==> config.mk <==
export PLATFORM = sky130hd
export DESIGN_NAME = timer_device
export DESIGN_NICKNAME = d
export VERILOG_FILES = /design/src/rtl/timer_pkg.sv /design/src/rtl/timer_device.sv
export SDC_FILE = /design/constraint.sdc
export NUM_CORES = 1
export LEC_CHECK = 0
export CORE_MARGIN = 2
export CORE_UTILIZATION = 45
export CTS_CLUSTER_DIAMETER = 30
export DETAILED_ROUTE_END_ITERATION = 7
export PLACE_DENSITY = 0.69
export SYNTH_ARGS = -nofsm -noshare
export SYNTH_HDL_FRONTEND = slang
export SYNTH_SLANG_ARGS = --single-unit
==> constraint.sdc <==
create_clock -name clk -period 3.1 [get_ports clk]
set_input_delay 0.31 -clock clk [delete_from_list [all_inputs] [get_ports clk]]
set_output_delay 0.31 -clock clk [all_outputs]
set_load 0.005 [all_outputs]
==> src/rtl/timer_pkg.sv <==
// Shared definitions for the memory-mapped countdown timer: FSM encoding,
// register offsets, CTRL bit positions and the byte-lane merge helper.
package timer_pkg;

    localparam logic [1:0] S_IDLE = 2'd0;
    localparam logic [1:0] S_LOAD = 2'd1;
    localparam logic [1:0] S_CNT  = 2'd2;
    localparam logic [1:0] S_INT  = 2'd3;

    localparam logic [1:0] ADDR_CTRL   = 2'd0;
    localparam logic [1:0] ADDR_PRESET = 2'd1;
    localparam logic [1:0] ADDR_COUNT  = 2'd2;

    localparam int CTRL_EN      = 0;
    localparam int CTRL_MODE_LO = 1;
    localparam int CTRL_MODE_HI = 2;
    localparam int CTRL_IM      = 3;

    localparam logic [1:0] MODE_RELOAD = 2'b01;

    function automatic logic [31:0] merge_be(input logic [31:0] old_v,
                                             input logic [31:0] new_v,
                                             input logic [3:0]  be);
        logic [31:0] r;
        r = old_v;
        for (int i = 0; i < 4; i++)
            if (be[i]) r[8*i +: 8] = new_v[8*i +: 8];
        return r;
    endfunction

endpackage

==> src/rtl/timer_device.sv <==
// Countdown timer on the CPU data-memory port: CTRL/PRESET/COUNT registers,
// a four-state load/count FSM and a maskable interrupt (one-shot or auto-reload).
module timer_device
    import timer_pkg::*;
#(
    parameter int CNT_W = 32
) (
    input  logic        clk,
    input  logic        reset,
    input  logic        sel,
    input  logic [1:0]  addr,
    input  logic [3:0]  byteEn,
    input  logic [31:0] wdata,
    output logic [31:0] rdata,
    output logic        irq
);

    logic [3:0]       ctrl;
    logic [CNT_W-1:0] preset;
    logic [CNT_W-1:0] count;
    logic [1:0]       state;
    logic             pending;

    logic [31:0] cur_reg;
    logic [31:0] wr_merged;
    logic        wr_en, ctrl_wr, preset_wr;
    logic        en, reload, hit_zero;

    assign en        = ctrl[CTRL_EN];
    assign reload    = (ctrl[CTRL_MODE_HI:CTRL_MODE_LO] == MODE_RELOAD);
    assign wr_en     = sel & (|byteEn);
    assign ctrl_wr   = wr_en & (addr == ADDR_CTRL);
    assign preset_wr = wr_en & (addr == ADDR_PRESET);
    assign hit_zero  = (state == S_CNT) & en & (count == '0);

    always_comb begin
        cur_reg = '0;
        case (addr)
            ADDR_CTRL:   cur_reg = {28'd0, ctrl};
            ADDR_PRESET: cur_reg = 32'(preset);
            ADDR_COUNT:  cur_reg = 32'(count);
            default:     cur_reg = '0;
        endcase
    end

    assign wr_merged = merge_be(cur_reg, wdata, byteEn);
    assign rdata     = sel ? cur_reg : 32'd0;
    assign irq       = pending & ctrl[CTRL_IM];

    // A CPU write to CTRL in the INT cycle takes precedence over the one-shot EN clear.
    always_ff @(posedge clk) begin
        if (reset) begin
            ctrl    <= '0;
            preset  <= '0;
            pending <= 1'b0;
        end else begin
            if (ctrl_wr)
                ctrl <= wr_merged[3:0];
            else if (state == S_INT && !reload)
                ctrl[CTRL_EN] <= 1'b0;

            if (preset_wr)
                preset <= CNT_W'(wr_merged);

            if (hit_zero)
                pending <= 1'b1;
            else if (ctrl_wr)
                pending <= 1'b0;
            else if (state == S_INT && reload)
                pending <= 1'b0;
        end
    end

    always_ff @(posedge clk) begin
        if (reset) begin
            state <= S_IDLE;
            count <= '0;
        end else begin
            case (state)
                S_IDLE: if (en) state <= S_LOAD;
                S_LOAD: begin
                    count <= preset;
                    state <= S_CNT;
                end
                S_CNT: begin
                    if (!en)
                        state <= S_IDLE;
                    else if (count == '0)
                        state <= S_INT;
                    else
                        count <= count - CNT_W'(1);
                end
                default: state <= S_IDLE;
            endcase
        end
    end

endmodule
* Yosys cells after proc, flatten, opt, wreduce, memory -nomap -nowiden
Index checks and enable logic that the tools add are counted.
** Word-level totals
- Input bits :: 41
- Flip-flop bits (word level) :: 71
** Operators by class
- Add/sub/neg operators :: 1
- Eq/ne operators :: 10
- Bitwise logic cells :: 6
- Reduce and logical (&&, ||, !) cells :: 12
- Mux-type cells :: 18
** Operators by type and width (count)
- $mux W32 :: 3
- $pmux W32 S3 :: 1
- $pmux W32 S2 :: 1
- $logic_not A32 Y1 :: 1
- $mux W8 :: 4
- $sub A32 B1 Y32 const B :: 1
- $and A1 B1 Y1 :: 6
- $eq A2 B1 Y1 const B :: 3
- $eq A2 B2 Y1 const B :: 3
- $mux W2 :: 3
- $ne A2 B2 Y1 const B :: 3
- $pmux W2 S3 :: 1
- $mux W1 :: 5
- $logic_not A2 Y1 :: 2
- $reduce_bool A2 Y1 :: 2
- $reduce_or A4 Y1 :: 1
- $ne A3 B2 Y1 const B :: 1
- $reduce_and A3 Y1 :: 1
- $reduce_bool A3 Y1 :: 1
- $logic_and A1 B1 Y1 :: 2
- $reduce_and A2 Y1 :: 1
- $logic_not A1 Y1 :: 1

* Depth between registers and ports, before layout
Gate-level depths: netlist of the first run.
- Word-level depth :: 5
- Mapped depth :: 9

* Worst setup path before layout of the first run
No wires, ideal clock.
- Path kind :: register -> register
- Start :: register count[5]
- End :: register count[15]
- Period minus slack after synthesis :: 2.323 ns
- Path buffers :: 2
- Path slack :: 0.777 ns
- Required time :: 3.041 ns
- Arrival time :: 2.264 ns
- Stages on the path, launching flop included :: 8
- Path through :: dfxtp_1 buf_6 or4_4 or3_1 buf_2 or4_4 a221oi_2 a31o_1
** On the way
- Word-level cells in the longest chain between the ends :: 4
- Elaborated cells between the ends (all ways) :: 7
- Classes of those cells :: 1 x add/sub; 1 x eq/ne; 3 x mux; 2 x reduce/logical
** RTL lines
- start, declared :: line timer_device.sv:20 : logic [CNT_W-1:0] count;
- start signal, assigned :: line timer_device.sv:82 : count <= preset;
- start signal, assigned :: line timer_device.sv:91 : count <= count - CNT_W'(1);
- $sub A32 B1 Y32 :: line timer_device.sv:91
- $mux W32 :: line timer_device.sv:88 : else if (count == '0)
- $mux W32 :: line timer_device.sv:86 : if (!en)
- $pmux W32 S2 :: line timer_device.sv:79 : case (state)
Parallel ways exist; a longest one is shown, timed or not. The select of a mux whose other input is x is not followed.
A chain may end at the register's enable or synchronous reset.

* Worst setup path in the final report of the first run
- Start :: register count[0]
- End :: register count[25]
The elaborated chain is that of the path after synthesis.

==> impl_metrics.json, run 1 <==
{
  "rsz0062_at_grt": "no",
  "grt-ovfl-total": 0,
  "crit_path_end_kind": "register",
  "maxSlewViolCount": 0,
  "antenna_found_initial": 0,
  "drive_gt1_share_pct": 7.67,
  "power_frac_comb_pct": 14.7,
  "postSynthAreaPerCell_um2": 7.14,
  "ir_drop_mv": 0.199,
  "yosysUniqueCellTypes": 56,
  "htreeDepth": 3,
  "synth_ff_type": "dfxtp_1",
  "clock_latency_ns": 0.35,
  "drt_iter0_drc": 406,
  "critPathKind": "reg -> reg",
  "cts_buffer_depth": 2,
  "postSynth.asyncResetShare_pct": 0,
  "fillCellCount": 981,
  "drtAntennaViolNets": 0,
  "routed_wl_um": 13600,
  "num_vias": 4975,
  "fin_nets": 728,
  "crit_arrival_ns": 3.03,
  "finClkSkew_ns": 0.00770,
  "max_cap_viol_count": 0,
  "die_h_um": 105,
  "synth_area_leaders": "dfxtp_1 (31%), nand2_1 (11%), a21oi_1 (6.1%)",
  "synth_commonest_cells": "nand2_1 (135), dfxtp_1 (71), a21oi_1 (56), clkbuf_1 (51), o21ai_0 (45)",
  "cp.required_ns": 3.37,
  "fmax_mhz": 362,
  "clock_sinks": 71,
  "grt_util_all_layers_pct": 24.8,
  "clkTransAtPathRegs_ns": 0.07,
  "grt_pass1_vias": 4540,
  "crit_fanout": 19,
  "r2r-start": "count[0]",
  "yosysMostFrequentCell": "nand2_1",
  "fin_crit_ns": 2.76,
  "synth_edf_count": 0,
  "worstMarginPinSlew_ns": 0.975,
  "multi_input_area_um2": 2880,
  "io_buffers": 73,
  "power_density_nw_per_um2": 360,
  "cts_tree": "yes",
  "numCtsBuffers": 9,
  "hold_viol_final": 0,
  "remaining_drc_errors": 0,
  "cts_hold_buffers": 0,
  "synthesis.nets": 680,
  "hold_class": "reg -> reg",
  "crit_chain": "inv_1, ha_1, or4b_1, nor4_4, a21o_1, buf_4, o311ai_0, a21oi_1",
  "setup_tns_ns": 0,
  "status": "completed",
  "num_antenna_cells": 0,
  "post-cts-setup-buffers": 0,
  "viasPerCell": 6.04,
  "post_cts_resized": 0,
  "setup.worst_path.start": "count[0]",
  "fin_crit_sh_pct": 89.0,
  "crit_path_top_delay_cell": "or4b_1",
  "die_x_um": 105,
  "fp-row-count": 36,
  "yosys.area.top_type_share_pct": 31.2,
  "wire_per_inst_um": 16.5,
  "setup_violations": 0,
  "die_area_um2": 11000,
  "final_util_pct": 57.1,
  "worstHoldStart": "preset[4]",
  "synthCells": 638,
  "cts_root_buf": "clkbuf_8",
  "first_pass_iters": 5,
  "syn-cell-area_um2": 4560,
  "initial_core_util_pct": 46.4,
  "coreArea_um2": 9820,
  "hpwlAfterDp_um": 9410,
  "p_int_uw": 1490,
  "grt_pass1_wl_um": 22400,
  "slew_headroom_pct": 34.7,
  "ys_warn_count": 0,
  "synth-seq-cells": 71,
  "clock_power_share_pct": 38.9,
  "areaGrowthSynthToFinish_pct": 23.0,
  "switching_share_pct": 26.4,
  "p_seq_share_pct": 46.4,
  "startpoint_type": "register",
  "io-pin-count": 74,
  "grt_max_degree": 70,
  "place.gp.congestion": 0.946,
  "p_leak_uw": 0.00189,
  "max_stage_delay_ns": 0.61,
  "seq_area_um2": 1420,
  "yosys.area.top_type": "dfxtp_1",
  "switchingPower_uw": 532,
  "ys_seq_area_share_pct": 31.2
}
## stage by stage
step	hold WS [ns]	setup WS (ns)	instances	total power, uW	area (um^2)
after global routing	0.489	0.230	824	2090	5610
after global placement	0.456	0.502	808	1240	5400
final	0.471	0.340	824	2020	5610
after detailed placement	0.457	0.426	808	1250	5400
after floorplan	0.440	0.777	638	1130	4560
after CTS	0.470	0.382	824	2030	5610
## layer usage
| layer | GRT usage, % | share of wire [%] | up-vias |
|---|---|---|---|
| li1 | - | - | 2427 |
| met1 | 33.1 | 46 | 2341 |
| met2 | 40.1 | 46 | 187 |
| met3 | 4.43 | 6.6 | 20 |
| met4 | 8.76 | 1.4 | 0 |
| met5 | 0 | 0 | - |
## state kept, by name, summed over array words and instances, names as in the netlist
name	flops
count	32
ctrl	4
pending	1
preset	32
state	2
## path summary, 6_finish.rpt
path	to	slack (ns)	cells after the start
worst max-delay path	count[25]	0.34	8
worst max register to register	count[25]	0.34	8
worst min register to register	preset[4]	0.47	2
worst min-delay path	preset[4]	0.47	2
## power groups by stage
stage	combinational, uW	sequential, uW	clock [uW]
2_1_floorplan	175	953	0
3_3_place_gp	289	956	0
3_5_place_dp	293	956	0
4_1_cts	295	935	797
5_1_grt	324	937	834
6_report	297	936	786
## cell families after synthesis
kind of cell | Yosys count | share of synthesized area (%)
buf+inv | 65 | 5.87
simple gates | 279 | 29.9
compound gates | 214 | 31.0
fa+ha+maj | 1 | 0.274
mux | 8 | 1.76
flops | 71 | 31.2
## cell type report
| class | instances | share of cell area [%] |
|---|---|---|
| clock inverter | 3 | 0.714 |
| timing repair buffer | 98 | 16.3 |
| inverter | 4 | 0.268 |
| tap | 133 | 2.97 |
| sequential | 71 | 25.4 |
| clock buffer | 13 | 3.01 |
| multi-input combinational | 502 | 51.4 |
## worst max-delay path: cells and delay by family, from the launching register on
kind	cells	cell delay [ns]
AND/OR/NAND/NOR	2	0.96
AO/OA/AOI/OAI	3	0.72
buffers and inverters	2	0.40
flip-flops	1	0.37
adder cells (fa/ha/maj)	1	0.22
## cell usage in the layout (no fill, tap or decap), types with 2 or more instances in the layout
master	Yosys	layout
nand2_1	135	135
clkdlybuf4s50_1	0	72
dfxtp_1	71	71
a21oi_1	56	56
o21ai_0	45	45
a22oi_1	35	35
nor2b_1	33	31
nor2_1	30	30
buf_4	3	25
nand3_1	17	17
clkbuf_8	0	12
nor3_1	11	11
o32ai_1	11	11
a31oi_1	10	10
and2_1	9	9
or4_1	9	9
mux2i_1	8	8
nor4_1	8	8
a32o_1	7	7
o21a_1	7	7
or3_1	6	6
o2bb2ai_1	5	5
o22ai_1	5	5
o211ai_1	5	5
inv_1	4	4
nand2b_1	5	4
nand4_1	4	4
a2bb2oi_1	4	4
o41ai_1	3	3
o311ai_0	3	3
nor2b_2	0	2
or4_4	2	2
nor4_4	2	2
o221ai_1	2	2
a41oi_1	2	2
a22o_1	2	2
a32oi_1	2	2
clkinv_2	0	2
Power figures use the tool's default switching activity.
==> run 2, diff against run 1 <==
- ABC_CLOCK_PERIOD_IN_PS: unset -> 2200
- PLACE_DENSITY: 0.69 -> 0.72
- clock period: 3.1 -> 2.2 ns (I/O delays scaled with it)
==> impl_metrics.json, run 2 (synthesis gave the netlist of run 1 again) <==
{
  "finClkSkew_ns": 0.00819,
  "crit_path_end_kind": "register",
  "final_cell_mix": "nand2_1 (134), buf_4 (74), clkdlybuf4s50_1 (70)",
  "io_buffers": 73,
  "clock_sinks": 71,
  "die_h_um": 105,
  "fin_crit_sh_pct": 97.1,
  "numCtsBuffers": 9,
  "maxSlewViolCount": 0,
  "drt_iter0_drc": 423,
  "drive_gt1_share_pct": 17.2,
  "clock_latency_ns": 0.35,
  "htreeDepth": 3,
  "grt_pass1_vias": 4939,
  "reg_top3": "count: 32 flops, preset: 32 flops, ctrl: 4 flops",
  "final_common_cell": "nand2_1",
  "p_leak_uw": 0.00224,
  "power_density_nw_per_um2": 456,
  "routed.top_layer": "met4",
  "fin_nets": 788,
  "multi_input_area_um2": 2960,
  "place_inst": 865,
  "stdcell_count": 883,
  "remaining_drc_errors": 0,
  "areaGrowthSynthToFinish_pct": 36.1,
  "hold_viol_final": 0,
  "fin_crit_ns": 2.14,
  "place.gp.congestion": 0.890,
  "fmax_mhz": 468,
  "cts_tree": "yes",
  "die_x_um": 105,
  "max_cap_viol_count": 0,
  "cts_buffer_depth": 2,
  "crit_arrival_ns": 2.43,
  "drt-met1-wl_um": 6620,
  "postLayoutSetupSlackWorst_ns": 0.0634,
  "ir_drop_mv": 0.276,
  "fillCellCount": 937,
  "clkTransAtPathRegs_ns": 0.08,
  "num_antenna_cells": 0,
  "initial_core_util_pct": 46.4,
  "antenna_found_initial": 0,
  "coreArea_um2": 9820,
  "grt_max_degree": 70,
  "fp-row-count": 36,
  "cts_root_buf": "clkbuf_8",
  "critPathKind": "reg -> reg",
  "drtAntennaViolNets": 0,
  "num_vias": 5208,
  "setup_violations": 0,
  "seq_area_um2": 1430,
  "viasPerCell": 5.90,
  "first_pass_iters": 5,
  "wl_met2_um": 7000,
  "grt-ovfl-total": 0,
  "wire_per_inst_um": 16.8,
  "post-place-ws_ns": -0.0203,
  "grt_pass1_wl_um": 24100,
  "crit_fanout": 4,
  "hold_class": "in -> reg",
  "status": "completed",
  "io-pin-count": 74,
  "cp.required_ns": 2.49,
  "routed_wl_um": 14800,
  "die_area_um2": 11000,
  "wl_met3_um": 972,
  "worstMarginPinSlew_ns": 0.813,
  "slew_headroom_pct": 45.7,
  "grt_util_all_layers_pct": 26.3,
  "startpoint_type": "register",
  "rsz0062_at_grt": "yes",
  "hpwlAfterDp_um": 10400
}
run 2: changes by cell type in the layout (fill, tap and decap cells not counted), sizes merged:
| cell | previous run | this run |
|---|---|---|
| buf | 26 | 86 |
| bufinv | 1 | 0 |
| clkbuf | 13 | 15 |
| clkdlybuf4s50 | 72 | 70 |
| clkinv | 2 | 0 |
| dlymetal6s2s | 0 | 2 |
run 2: layer usage:
| layer | GRT usage (%) | vias up |
|---|---|---|
| met5 | 0 | - |
| met4 | 10.4 | 0 |
| met3 | 3.37 | 25 |
| met2 | 41.9 | 220 |
| met1 | 36.2 | 2430 |
| li1 | - | 2533 |
run 2: final timing paths:
check	end	slack (ns)	from	cells after the start
setup / recovery	count[15]	0.06	count[8]	5
hold / removal	ctrl[0]	0.37	reset	3
setup reg to reg	count[15]	0.06	count[8]	5
hold reg to reg	preset[9]	0.47	preset[9]	2
run 2: cell type report:
| class | instances | area share, % |
|---|---|---|
| multi-input cells | 502 | 47.8 |
| repair buffers | 158 | 23.5 |
| flip-flops and latches | 71 | 23.0 |
| clock buffers | 15 | 2.84 |
| well taps | 133 | 2.68 |
| inverters | 4 | 0.242 |
run 2: power by group:
group	switching (uW)	internal (uW)	leakage [uW]	total, uW
logic	263	256	0.00158	518
registers	16.0	1300	0.000575	1320
clock network	491	499	0.0000898	990
total	769	2060	0.00224	2830
run 2: critical path, stage by stage, from the launching register on:
cell and delay [ns]:
dfxtp_1 0.32, or4_4 0.57, or3_1 0.41, or4_4 0.43, a221oi_2 0.24, a31o_1 0.13
run 2: repair_timing:
item / CTS / global route
pin swaps: 0 / 3
hold buffers: 0 / 0
gates resized for setup: 3 / 24
setup buffers: 0 / 2
gates cloned: 0 / 1
setup endpoints to repair: 11 / 63
run 2: metrics by stage:
| step | util [%] | total power [uW] | area, um^2 | setup TNS (ns) | hold WS, ns |
|---|---|---|---|---|---|
| global route | 63.2 | 2920 | 6200 | -0.0356 | 0.384 |
| finish | 63.2 | 2830 | 6200 | 0 | 0.371 |
| global placement | 60.1 | 1820 | 5900 | 0 | 0.454 |
| detailed placement | 60.1 | 1830 | 5900 | -0.0419 | 0.462 |
| floorplan | - | 1590 | 4570 | 0 | 0.440 |
| CTS | 62.0 | 2800 | 6090 | -0.000192 | 0.367 |
